## src/rtl/instr_mem_loader_pkg.sv

```systemverilog
// Shared constants, state encoding and frame-header helper for the boot-time program loader.
package instr_mem_loader_pkg;

  localparam int          DEF_ADDR_W    = 5;
  localparam int          DEF_DEPTH     = 32;
  localparam logic [7:0]  DEF_SYNC_BYTE = 8'hA5;

  typedef enum logic [2:0] {
    ST_IDLE  = 3'd0,
    ST_SYNC  = 3'd1,
    ST_COUNT = 3'd2,
    ST_DATA  = 3'd3,
    ST_WRITE = 3'd4,
    ST_CHECK = 3'd5,
    ST_DONE  = 3'd6,
    ST_ERR   = 3'd7
  } state_t;

  // Word count must be non-zero and fit in memory; compared on the full byte so large N never wraps.
  function automatic logic count_ok(input logic [7:0] n, input logic [7:0] depth);
    return (n != 8'd0) && (n <= depth);
  endfunction

endpackage

```

## src/rtl/instr_mem_loader_byte_packer.sv

```systemverilog
// Packs a byte stream little-endian into 32-bit words; word_valid pulses with the 4th byte.
module instr_mem_loader_byte_packer (
  input  logic        clk,
  input  logic        rst_n,
  input  logic        clear,
  input  logic        byte_valid,
  input  logic [7:0]  byte_in,
  output logic        word_valid,
  output logic [31:0] word
);

  logic [1:0]  lane_q, lane_d;
  logic [23:0] shift_q, shift_d;

  // Only three bytes are stored; the 4th arrives live and completes the word combinationally.
  always_comb begin
    lane_d  = lane_q;
    shift_d = shift_q;
    if (clear) begin
      lane_d  = 2'd0;
      shift_d = 24'd0;
    end else if (byte_valid) begin
      lane_d  = lane_q + 2'd1;
      shift_d = {byte_in, shift_q[23:8]};
    end
  end

  assign word_valid = byte_valid && (lane_q == 2'd3);
  assign word       = {byte_in, shift_q};

  always_ff @(posedge clk or negedge rst_n) begin
    if (!rst_n) begin
      lane_q  <= 2'd0;
      shift_q <= 24'd0;
    end else begin
      lane_q  <= lane_d;
      shift_q <= shift_d;
    end
  end

endmodule

```

## src/rtl/instr_mem_loader.sv

```systemverilog
// Boot loader: parses SYNC/N/data/CK frames, writes packed words to instruction memory, stalls the core.
module instr_mem_loader
  import instr_mem_loader_pkg::*;
#(
  parameter int         ADDR_W    = DEF_ADDR_W,
  parameter int         DEPTH     = DEF_DEPTH,
  parameter logic [7:0] SYNC_BYTE = DEF_SYNC_BYTE
) (
  input  logic              clk,
  input  logic              rst_n,
  input  logic              start,
  input  logic              rx_valid,
  input  logic [7:0]        rx_data,
  output logic              rx_ready,
  output logic              load_mem_en,
  output logic [ADDR_W-1:0] load_mem_addr,
  output logic [31:0]       load_mem_data,
  output logic              core_stall,
  output logic              busy,
  output logic              done,
  output logic              err
);

  localparam logic [7:0]    DEPTH_B = 8'(DEPTH);
  localparam logic [ADDR_W:0] ONE   = (ADDR_W+1)'(1);

  state_t              state_q, state_d;
  logic                rx_ready_q, rx_ready_d;
  logic                en_q, en_d;
  logic [ADDR_W-1:0]   addr_q, addr_d;
  logic [31:0]         data_q, data_d;
  logic                busy_q, busy_d;
  logic                done_q, done_d;
  logic                err_q, err_d;
  logic [7:0]          csum_q, csum_d;
  logic [ADDR_W:0]     count_q, count_d;
  logic [ADDR_W-1:0]   idx_q, idx_d;

  logic                xfer;
  logic                pack_clear;
  logic                word_valid;
  logic [31:0]         word;

  assign xfer = rx_valid && rx_ready_q;

  instr_mem_loader_byte_packer u_packer (
    .clk        (clk),
    .rst_n      (rst_n),
    .clear      (pack_clear),
    .byte_valid (xfer && (state_q == ST_DATA)),
    .byte_in    (rx_data),
    .word_valid (word_valid),
    .word       (word)
  );

  always_comb begin
    state_d    = state_q;
    rx_ready_d = rx_ready_q;
    en_d       = 1'b0;
    addr_d     = addr_q;
    data_d     = data_q;
    busy_d     = busy_q;
    done_d     = done_q;
    err_d      = err_q;
    csum_d     = csum_q;
    count_d    = count_q;
    idx_d      = idx_q;
    pack_clear = 1'b0;

    case (state_q)
      ST_IDLE, ST_DONE, ST_ERR: begin
        if (start) begin
          state_d    = ST_SYNC;
          rx_ready_d = 1'b1;
          busy_d     = 1'b1;
          done_d     = 1'b0;
          err_d      = 1'b0;
          csum_d     = 8'd0;
          idx_d      = '0;
          pack_clear = 1'b1;
        end
      end
      ST_SYNC: begin
        if (xfer && (rx_data == SYNC_BYTE)) state_d = ST_COUNT;
      end
      ST_COUNT: begin
        if (xfer) begin
          if (count_ok(rx_data, DEPTH_B)) begin
            count_d = rx_data[ADDR_W:0];
            state_d = ST_DATA;
          end else begin
            state_d    = ST_ERR;
            err_d      = 1'b1;
            busy_d     = 1'b0;
            rx_ready_d = 1'b0;
          end
        end
      end
      ST_DATA: begin
        if (xfer) begin
          csum_d = csum_q ^ rx_data;
          if (word_valid) begin
            state_d    = ST_WRITE;
            rx_ready_d = 1'b0;
            en_d       = 1'b1;
            addr_d     = idx_q;
            data_d     = word;
          end
        end
      end
      ST_WRITE: begin
        rx_ready_d = 1'b1;
        if ({1'b0, idx_q} == count_q - ONE) begin
          state_d = ST_CHECK;
        end else begin
          idx_d   = idx_q + 1'b1;
          state_d = ST_DATA;
        end
      end
      ST_CHECK: begin
        if (xfer) begin
          rx_ready_d = 1'b0;
          busy_d     = 1'b0;
          if (rx_data == csum_q) begin
            state_d = ST_DONE;
            done_d  = 1'b1;
          end else begin
            state_d = ST_ERR;
            err_d   = 1'b1;
          end
        end
      end
      default: state_d = ST_IDLE;
    endcase
  end

  always_ff @(posedge clk or negedge rst_n) begin
    if (!rst_n) begin
      state_q    <= ST_IDLE;
      rx_ready_q <= 1'b0;
      en_q       <= 1'b0;
      addr_q     <= '0;
      data_q     <= 32'd0;
      busy_q     <= 1'b0;
      done_q     <= 1'b0;
      err_q      <= 1'b0;
      csum_q     <= 8'd0;
      count_q    <= '0;
      idx_q      <= '0;
    end else begin
      state_q    <= state_d;
      rx_ready_q <= rx_ready_d;
      en_q       <= en_d;
      addr_q     <= addr_d;
      data_q     <= data_d;
      busy_q     <= busy_d;
      done_q     <= done_d;
      err_q      <= err_d;
      csum_q     <= csum_d;
      count_q    <= count_d;
      idx_q      <= idx_d;
    end
  end

  assign rx_ready      = rx_ready_q;
  assign load_mem_en   = en_q;
  assign load_mem_addr = addr_q;
  assign load_mem_data = data_q;
  assign busy          = busy_q;
  assign core_stall    = busy_q;
  assign done          = done_q;
  assign err           = err_q;

endmodule
```

## config.mk

```make
export PLATFORM = sky130hd
export DESIGN_NAME = instr_mem_loader
export DESIGN_NICKNAME = d
export VERILOG_FILES = /design/src/rtl/instr_mem_loader_pkg.sv /design/src/rtl/instr_mem_loader_byte_packer.sv /design/src/rtl/instr_mem_loader.sv
export SDC_FILE = /design/constraint.sdc
export NUM_CORES = 1
export LEC_CHECK = 0
export CORE_ASPECT_RATIO = 1.1
export CORE_UTILIZATION = 50
export CTS_BUF_LIST = sky130_fd_sc_hd__clkbuf_8
export CTS_CLUSTER_DIAMETER = 100
export DETAILED_ROUTE_END_ITERATION = 10
export PLACE_DENSITY = 0.76
export REMOVE_ABC_BUFFERS = 1
export SYNTH_ARGS = -nofsm -noshare
export SYNTH_HDL_FRONTEND = slang
export SYNTH_SLANG_ARGS = --single-unit
```

## constraint.sdc

```tcl
create_clock -name clk -period 1.9 [get_ports clk]
set_input_delay 0.57 -clock clk [delete_from_list [all_inputs] [get_ports clk]]
set_output_delay 0.57 -clock clk [all_outputs]
set_load 0.02 [all_outputs]
```

==> results of run 1 <==
synthesized netlist by cell type, drive strengths merged (2+ instances only):
cell type,count,area [sq um]
a21oi,32,163.9
a22o,2,17.52
a22oi,2,15.01
a31oi,2,12.51
and2,2,12.51
buf,12,68.82
clkbuf,9,35.03
dfrtp,90,2252
ha,3,37.54
inv,10,37.54
mux2,42,488.0
nand2,62,235.2
nand2b,14,87.58
nand3,6,30.03
nand4,3,25.02
nor2,11,56.30
nor3,7,35.03
o2111ai,3,32.53
o21ai,19,95.09
o22ai,2,12.51
o2bb2ai,8,70.07
o31ai,4,30.03
or2b,3,22.52
or3,3,18.77
or4,4,30.03
xnor2,5,43.79
xor2,2,17.52
per-stage QoR:
step	hold WS [ps]	instance area [sq um]	std cells	utilization, %
4_1_cts	491.2	5578	605	70.12
3_3_place_gp	371.2	5201	581	65.38
5_1_grt	499.4	5678	609	71.37
2_1_floorplan	274.4	4015	358	-
3_5_place_dp	371.3	5201	581	65.38
6_report	483.6	5678	609	71.37
layer usage:
layer / global-route usage (%) / vias to the layer above
met1: 33.09 / 1662
met3: 4.503 / 18
met4: 10.79 / 0
met5: 0 / -
li1: - / 1569
met2: 38.17 / 106
cell type report:
class / instances / area share, %
sequential: 90 / 39.71
timing repair buffer: 127 / 19.68
multi-input combinational: 258 / 34.07
inverter: 10 / 0.6611
tap: 108 / 2.380
clock inverter: 7 / 1.322
clock buffer: 9 / 2.182
timing repair:
| item | in CTS | in global routing |
|---|---|---|
| buffers inserted | 7 | 4 |
| pin swaps | 21 | 9 |
| setup endpoints to repair | 58 | 35 |
| gates cloned | 0 | 0 |
| hold buffers | 1 | 0 |
| endpoints found under the hold margin | 2 | 0 |
| resized for setup | 99 | 26 |
final timing paths:
kind,startpoint,endpoint,slack (ps)
worst max register to register,count_q[0]$_DFFE_PN0P_,idx_q[0]$_DFFE_PN0P_,-130
worst min register to register,load_mem_addr[2]$_DFFE_PN0P_,load_mem_addr[2]$_DFFE_PN0P_,480
worst max-delay path,count_q[0]$_DFFE_PN0P_,idx_q[0]$_DFFE_PN0P_,-130
min in group asynchronous,rst_n,u_packer.shift_q[0]$_DFFE_PN0P_,530
max in group asynchronous,rst_n,rx_ready$_DFFE_PN0P_,780
worst min-delay path,load_mem_addr[2]$_DFFE_PN0P_,load_mem_addr[2]$_DFFE_PN0P_,480
sequential cells by signal, summed over array words and instances (netlist names), 2 cells and up:
signal	cells
count_q	6
u_packer.shift_q	24
idx_q	5
state_q	3
csum_q	8
load_mem_data	32
load_mem_addr	5
u_packer.lane_q	2
logic make-up (layout without fill, tap and decap cells):
kind of cell             count (synthesis)  in the layout  synth area share [%]
AO/OA/AOI/OAI                           84             84                 13.00
flip-flops                              90             90                 54.68
buffers and inverters                   31            153                 3.433
XOR/XNOR                                 7              7                 1.488
multiplexers                            42             42                 11.85
adder cells (fa/ha/maj)                  3              3                0.9114
AND/OR/NAND/NOR                        122            122                 14.64
power by group:
group / total, mW / switching [mW] / internal (mW)
Sequential: 2.72 / 0.361 / 2.36
Clock: 1.33 / 0.712 / 0.620
Combinational: 3.15 / 1.57 / 1.58
Total: 7.20 / 2.64 / 4.56
worst min-delay path: cells and delay by family, from the launching register on:
family | cells | cell delay, ps
DFF | 1 | 350
and+or+nand+nor | 1 | 40
AOI/OAI and AO/OA | 1 | 60
==> out/summary.txt, run 1 <==
Status -> finished with violations
Violated checks -> negative setup slack
DP Worst Slack -> -838.2 ps
Post-layout net count -> 511
Worst endpoint required time -> 2150 ps
Met2 routed WL -> 4.854 mm
Slew @ Worst Pin -> 431.9 ps
Initial antenna violation count -> 0
Delay-heaviest family, CP -> simple AND/OR/NAND/NOR gates
Drt pass-1 iters -> 4
ANT cells -> 0
Post-synth ARST share -> 100.0%
Fmax -> 493.8 MHz
DP Wirelength -> 6.499 mm
Vias -> 3355
Die height -> 97.20 um
P&R area growth vs syn -> 37.85%
Tmin final -> 2025 ps
Worst Hold Class -> register to register
Clock-pin slew on the worst setup and hold paths -> 90 ps
Clock Skew -> 13.46 ps
Slew headroom -> 70.96%
Port-buffer cells -> 54
Met3 routed WL -> 508 um
Leak -> 2.893 nW
Die span in x -> 88.54 um
Area occupied by multi-input gates -> 0.001934 sq mm
Clk Latency, worst-skew pair -> 360 ps
Worst path slowest cell -> or4_4
Worst setup EP type -> register
Fraction of layout cells with a size suffix above 1 -> 35.13%
Grt total ovfl -> 0
Register area -> 0.002255 sq mm
Vias in the first global route -> 3356
Hold path cells -> 2
Crit Path Class -> register to register
RSZ-0062 raised after global routing -> true
Maximum fanout along the worst path -> 8
# setup viols final -> 8
Avg Inst Size Synth -> 10.87 sq um
Fin. Hold Viols -> 0
Slack of the critical path -> -125.0 ps
Final Max Tran Viols -> 0
Most common flop cell mapped by yosys -> dfrtp_1
DRC viols -> 0
DR top layer -> met4
CTS tree -> built
Total GRT Usage -> 24.46%
CP bufs+invs -> 0
Commonest non-fill, non-tap cells in the layout -> dfrtp_1 (88), buf_4 (66), nand2_1 (60)
Worst Reg-to-Reg Cells -> 6
Die area -> 0.008606 sq mm
Initial Utilization -> 51.78%
Post-DR wirelength/cell -> 16.14 um
Max Cap Viol -> 0
Top Ports -> 55
Global-route wire length before repair -> 16.09 mm
Via-to-Cell Ratio -> 5.509
Clk sinks -> 90
Largest net degree at the start of global routing -> 56
CP startpoint kind -> register
Pwr Total -> 7.203 mW
Mapped cell area -> 0.004119 sq mm
Critical Path Stages -> 6
Post-synth EDFFs -> 0
Number of CTS-inserted buffers -> 9
Worst-case clock buffer depth -> 2
Worst path cell trace -> or4_4, nor2_4, xnor2_2, o2111ai_4, and2_4, mux2_2
Setup TNS -> -544.3 ps
Seq cells post-synth -> 90
Cells after Synth -> 379
Final Cycle Share -> 106.6%
Fill cells -> 581
Core area -> 0.007955 sq mm
Seq/Total Area, Yosys -> 54.68%
Peak supply drop -> 798.5 uV
Critical path arrival -> 2280 ps
PD cells -> 1269 mW/mm^2
DRT iter0 DRCs -> 145
H-tree Lvls -> 3
Row Count -> 34
Distinct cells, synth -> 53
CP max stage delay -> 550 ps
Root Buffer -> clkbuf_8
Syn. warnings -> 0
Detail Route Antenna Nets -> 0
Most common cell after layout, fill and taps aside -> dfrtp_1
Gpl congestion -> 0.8792
Met1 WL -> 4.256 mm
DRT Wirelength -> 9.827 mm
(Power assumes the default switching activity.)
==> run 2: changes to the inputs <==
CORE_UTILIZATION = 38   (was 50)
PLACE_DENSITY = default   (was 0.76)
SYNTH_HIERARCHICAL = 1   (was default)
==> run 2 against run 1 <==
Effect of this change: the run still ends with negative setup slack left; setup slack improved by 110 ps; worst hold slack better by 2.0 ps; global-route usage shrank 7.3 points; core utilization decreased by 19 points; register-to-register slack improved by 160 ps; clock skew down 1.3 ps; maximum frequency increased by 5.8%; combinational power down 95%; largest cell class unchanged.
==> out/summary.txt, run 2 <==
Worst R2R Start -> state_q[2]$_DFFE_PN0P_
Largest net degree at the start of global routing -> 57
Worst endpoint required time -> 2150 ps
Cells after Synth -> 367
Drt pass-1 iters -> 4
Maximum fanout along the worst path -> 6
Final Cycle Share -> 100.7%
Fin cells -> 621
Violated checks -> negative setup slack
CP max stage delay -> 460 ps
Via-to-Cell Ratio -> 4.981
Detail Route Antenna Nets -> 0
GR met3 Demand/Resource -> 3.771%
M1 GR Usage -> 23.11%
Worst path slowest cell -> or3_4
Synth top area share -> 52.08%
Most common flop cell mapped by yosys -> dfrtp_1
Mapped cell area -> 0.004324 sq mm
Top cells by area, synth -> dfrtp_1 (52%), mux2_2 (10%), mux2i_1 (6.7%)
CTS tree -> built
Fin. Hold Viols -> 0
Worst Reg-to-Reg Cells -> 9
Slew @ Worst Pin -> 459.8 ps
Most common cell after layout, fill and taps aside -> dfrtp_1
Post-synth ARST share -> 100.0%
Placed cells -> 588
Yosys top cell by area -> dfrtp_1
Die area -> 0.01181 sq mm
Leak -> 2.947 nW
Critical path arrival -> 2170 ps
Synth cell count leaders -> dfrtp_1 (90), mux2_2 (39), nor2_1 (34)
PD cells -> 612.7 mW/mm^2
Crit path top cell by count -> or3_4
Max reg flops -> 32
Clock-pin slew on the worst setup and hold paths -> 90 ps
Distinct cells, synth -> 56
Worst Setup SP -> rx_data[3]
Clk sinks -> 90
Hold path cells -> 2
CP startpoint kind -> input port
Core area -> 0.01101 sq mm
Global-route wire length before repair -> 15.77 mm
Post-layout net count -> 484
Top Ports -> 55
Slew headroom -> 69.35%
Vias in the first global route -> 3040
Crit Path Class -> input port to register
Initial Utilization -> 39.27%
Most frequent cell after synthesis -> dfrtp_1
Worst-case clock buffer depth -> 2
Total GRT Usage -> 17.20%
M2 GR Usage -> 27.61%
Worst Hold Class -> register to register
Clk Latency, worst-skew pair -> 370 ps
Pwr Total -> 3.525 mW
Post-synth EDFFs -> 0
Vias -> 3093
Die height -> 113.9 um
DP Wirelength -> 6.449 mm
Gpl congestion -> 0.8547
RSZ-0062 raised after global routing -> true
Avg Inst Size Synth -> 11.78 sq um
Port-buffer cells -> 54
Hold path start -> err$_DFFE_PN0P_
Slack of the critical path -> -13.47 ps
Number of CTS-inserted buffers -> 9
DRT Wirelength -> 9.828 mm
Initial antenna violation count -> 1
Fmax -> 522.6 MHz
Row Count -> 40
Status -> finished with violations
Fraction of layout cells with a size suffix above 1 -> 32.56%
P&R area growth vs syn -> 33.04%
Final Max Tran Viols -> 0
Worst R2R Setup Slack -> 30 ps
Grt total ovfl -> 0
Worst setup EP type -> register
Root Buffer -> clkbuf_8
Worst path cell trace -> buf_6, or3_4, o31ai_4, nand3_2, or3_4, mux2_4
DRT iter0 DRCs -> 127
Max Cap Viol -> 0
# setup viols final -> 3
DP Worst Slack -> -932.7 ps
Seq cells post-synth -> 90
Busiest grt layer -> met2
Clock Skew -> 12.17 ps
Hold Path Sink -> err$_DFFE_PN0P_
DRC viols -> 0
Post-DR wirelength/cell -> 15.83 um
Die span in x -> 103.7 um
Tmin final -> 1913 ps
H-tree Lvls -> 3
Seq/Total Area, Yosys -> 52.08%
Syn. warnings -> 6
Peak supply drop -> 359.3 uV
R2r endpoint -> load_mem_data[5]$_DFFE_PN0P_
Commonest non-fill, non-tap cells in the layout -> dfrtp_1 (90), buf_4 (55), dlygate4sd2_1 (45)
run 2: cell count changes after synthesis, moves of 12 or more:
cell     before  now
o21ai_0      19    7
nor2_1        9   34
nor2b_1       1   16
nand2_1      61   15
mux2i_1       0   29
a21oi_1      31   15
run 2: how the worst max path moves through the flow:
stage | endpoint | slack [ps] | cells after the start
global route | load_mem_data[5]$_DFFE_PN0P_ | -60 | 9
global placement | count_q[0]$_DFFE_PN0P_ | -880 | 6
finish | count_q[0]$_DFFE_PN0P_ | -10 | 6
detailed placement | count_q[0]$_DFFE_PN0P_ | -930 | 6
CTS | count_q[0]$_DFFE_PN0P_ | -40 | 6
floorplan | load_mem_addr[0]$_DFFE_PN0P_ | -3250 | 7
run 2: per-layer routing:
layer / part of all wire, % / wire, um / up-vias
li1: - / - / 1495
met1: 46 / 4564 / 1534
met2: 48 / 4713 / 54
met3: 4.3 / 426 / 10
met4: 1.3 / 123 / 0
met5: 0 / 0 / -
run 2: what timing repair did:
| item | in CTS | in global routing |
|---|---|---|
| gates resized for setup | 79 | 28 |
| gates cloned | 2 | 0 |
| endpoints found under the setup margin | 91 | 56 |
| hold endpoints to repair | 1 | 0 |
| pin swaps | 8 | 11 |
| hold buffers | 1 | 0 |
| setup buffers | 9 | 6 |
run 2: power breakdown:
part	total, mW	internal [mW]	switching, mW	leakage [nW]
clock	1.44	0.738	0.702	0.106
combinational	0.169	0.0694	0.100	1.60
sequential	1.92	1.91	0.00155	1.24
run 2: cell families (layout without fill, tap and decap cells):
group           Yosys count  after routing  synth area share [%]
flops                    90             90                 52.08
other cells               0              1                     0
mux                      74             74                 18.95
simple gates            100            100                 11.78
fa+ha+maj                 3              3                0.8681
compound gates           56             56                 9.231
xor+xnor                 11             11                 2.228
buf+inv                  33            139                 4.861
run 2: area by class of cell:
cell class	instances	area (sq um)
inverters	7	26.28
multi-input cells	244	2028
fillers	1016	5258
repair buffers	117	1046
well taps	147	183.9
diodes	1	2.502
clock buffers	9	123.9
clock inverters	6	90.09
flip-flops and latches	90	2252
run 2: critical path: cells and delay by family:
kind,cells,cell delay (ps)
simple gates,3,970
mux,1,320
compound gates,1,210
buf+inv,1,100
run 2: metrics by stage:
step	util [%]	area, sq um	setup TNS, ps	hold WS [ps]
after floorplan	-	4140	-174210	274.4
after global placement	47.89	5273	-43270	366.5
after detailed placement	47.89	5273	-43970	369.0
after CTS	51.15	5632	-214.9	500.9
after global routing	52.25	5753	-1156	515.1
final	52.25	5753	-30.89	485.6
==> run 3: changes to the inputs <==
CORE_MARGIN = 3   (was default)
clock period = 2.3 ns   (was 1.9 ns; I/O delays follow)
==> run 3 against run 2 <==
Effect of this change: the run now ends clean; worst hold slack got worse by 140 ps; total power fell by 15%; clock skew fell by 3.1 ps; clock-buffer cell count did not move; final cell count fell by 2.3%; sequential power fell by 18%.
==> out/summary.txt, run 3 (synthesis gave the netlist of run 2 again) <==
Design Area, Final -> 0.005613 sq mm
Global-route wire length before repair -> 15.77 mm
Worst Hold Class -> input port to async pin
Final Cycle Share -> 97.40%
Critical path arrival -> 2480 ps
Core area -> 0.01101 sq mm
Clock Skew -> 9.045 ps
CP bufs+invs -> 1
Max reg flops -> 32
Detail Route Antenna Nets -> 0
Crit path top cell by count -> or3_4
Final Util -> 50.98%
Fmax -> 446.4 MHz
Gpl congestion -> 0.8270
Worst endpoint required time -> 2540 ps
Clk pwr share -> 42.8%
Peak supply drop -> 244.5 uV
Maximum fanout along the worst path -> 6
Root Buffer -> clkbuf_8
PD cells -> 535.4 mW/mm^2
Slew @ Worst Pin -> 501.3 ps
Comb pwr share -> 4.6%
Worst-case clock buffer depth -> 2
Largest net degree at the start of global routing -> 91
Clock-pin slew on the worst setup and hold paths -> 90 ps
Fraction of layout cells with a size suffix above 1 -> 27.39%
DP Wirelength -> 6.294 mm
Vias in the first global route -> 3096
Delay-heaviest family, CP -> simple AND/OR/NAND/NOR gates
Post-DR wirelength/cell -> 15.70 um
Die height -> 117.9 um
R2r endpoint -> load_mem_data[12]$_DFFE_PN0P_
Via-to-Cell Ratio -> 4.970
Clk Latency, worst-skew pair -> 360 ps
Slew headroom -> 66.58%
Crit Path Class -> input port to register
Fin. Hold Viols -> 0
ANT cells -> 0
Initial Utilization -> 39.27%
Final Max Tran Viols -> 0
Die area -> 0.01270 sq mm
DRT iter0 DRCs -> 107
Drt pass-1 iters -> 5
Port-buffer cells -> 54
CP max stage delay -> 480 ps
Tmin final -> 2240 ps
Vias -> 3017
Initial antenna violation count -> 0
Most common cell after layout, fill and taps aside -> dfrtp_1
Worst R2R Setup Slack -> 160 ps
Fill cells -> 1012
Die span in x -> 107.7 um
Worst setup EP type -> register
Row Count -> 40
P&R area growth vs syn -> 29.80%
Max Cap Viol -> 0
DRT Wirelength -> 9.530 mm
H-tree Lvls -> 3
Total GRT Usage -> 15.63%
Commonest non-fill, non-tap cells in the layout -> dfrtp_1 (90), clkdlybuf4s50_1 (49), buf_4 (43)
Worst Reg-to-Reg Cells -> 9
# setup viols final -> 0
CTS tree -> built
Clk sinks -> 90
Top Ports -> 55
Sw frac -> 21.39%
RSZ-0062 raised after global routing -> false
Grt total ovfl -> 0
Post-DP Area -> 0.005235 sq mm
Hold-fix buffers, CTS -> 0
DRC viols -> 0
Seq pwr share -> 52.6%
Number of CTS-inserted buffers -> 9
Leak -> 2.609 nW
Post-layout net count -> 470
Status -> complete, no violations
Worst path cell trace -> dlygate4sd2_1, or3_4, o31ai_4, nand3_1, or3_4, mux2_4
Worst R2R Start -> state_q[2]$_DFFE_PN0P_
CP startpoint kind -> input port
Net switching power -> 0.6427 mW
Worst path slowest cell -> or3_4
Internal power -> 2.362 mW
[run 3: cell count changes in the layout (fill, tap and decap cells not counted), sizes merged]
cell           before  now
dlymetal6s2s        4    1
bufinv              2    3
clkbuf              9   12
buf                66   47
clkinv              2    1
dlygate4sd2        45    3
inv                 8   10
diode               1    0
dlygate4sd3         1    0
clkinvlp            1    0
clkdlybuf4s50       1   49
[run 3: power by group through the flow]
stage | Sequential [mW] | Clock, mW | Combinational, mW
CTS | 1.58 | 1.33 | 0.140
global placement | 1.61 | 0 | 0.137
finish | 1.58 | 1.29 | 0.138
detailed placement | 1.61 | 0 | 0.138
global route | 1.58 | 1.40 | 0.155
floorplan | 1.62 | 0 | 0.0245
[run 3: how the worst max path moves through the flow]
stage,slack [ps],to,startpoint,depth (start not counted)
floorplan,-2850,load_mem_addr[0]$_DFFE_PN0P_,state_q[2]$_DFFE_PN0P_,7
global placement,-620,count_q[3]$_DFFE_PN0P_,rx_data[4],6
detailed placement,-680,count_q[2]$_DFFE_PN0P_,rx_data[3],6
CTS,50,load_mem_data[21]$_DFFE_PN0P_,rx_valid,8
global route,10,rx_ready$_DFFE_PN0P_,rx_data[2],8
finish,60,count_q[4]$_DFFE_PN0P_,rx_data[4],6
[run 3: area by class of cell]
| class | instances | area [sq um] | area share [%] |
|---|---|---|---|
| clock inverter | 7 | 116.4 | 2.073 |
| timing repair buffer | 103 | 989.7 | 17.63 |
| sequential | 90 | 2252 | 40.12 |
| inverter | 7 | 26.28 | 0.4681 |
| tap | 147 | 183.9 | 3.277 |
| multi-input combinational | 244 | 1921 | 34.22 |
| clock buffer | 9 | 123.9 | 2.207 |
[run 3: timing repair]
item | CTS | global route
gates cloned | 0 | 2
pin swaps | 3 | 1
setup endpoints to repair | 10 | 24
gates resized for setup | 6 | 8
endpoints found under the hold margin | 0 | 0
setup buffers | 2 | 4
[run 3: worst register-to-register path: stages, from the launching register on]
cell and delay [ps]:
dfrtp_1 400, nor2b_2 170, nand2_1 120, nor2_4 100, and2_4 150, nand3_2 100
nor2_4 280, clkbuf_16 190, clkbuf_4 170, mux2_2 340
[run 3: stage by stage]
stage	cells	hold WS (ps)	worst slack, ps	power, mW	TNS, ps
6_report	607	343.0	59.86	3.005	0
2_1_floorplan	341	394.4	-2850	1.640	-142030
5_1_grt	607	378.2	13.03	3.139	0
3_5_place_dp	583	495.0	-682.6	1.751	-19140
4_1_cts	601	376.2	51.69	3.051	0
3_3_place_gp	583	475.9	-618.8	1.750	-18870
[run 3: metal layers]
layer	up-vias	GRT usage, %	share of wire [%]
met5	-	0	0
met4	0	4.893	1.3
met3	9	3.950	3.7
met2	60	24.30	47
met1	1480	21.41	48
li1	1468	-	-
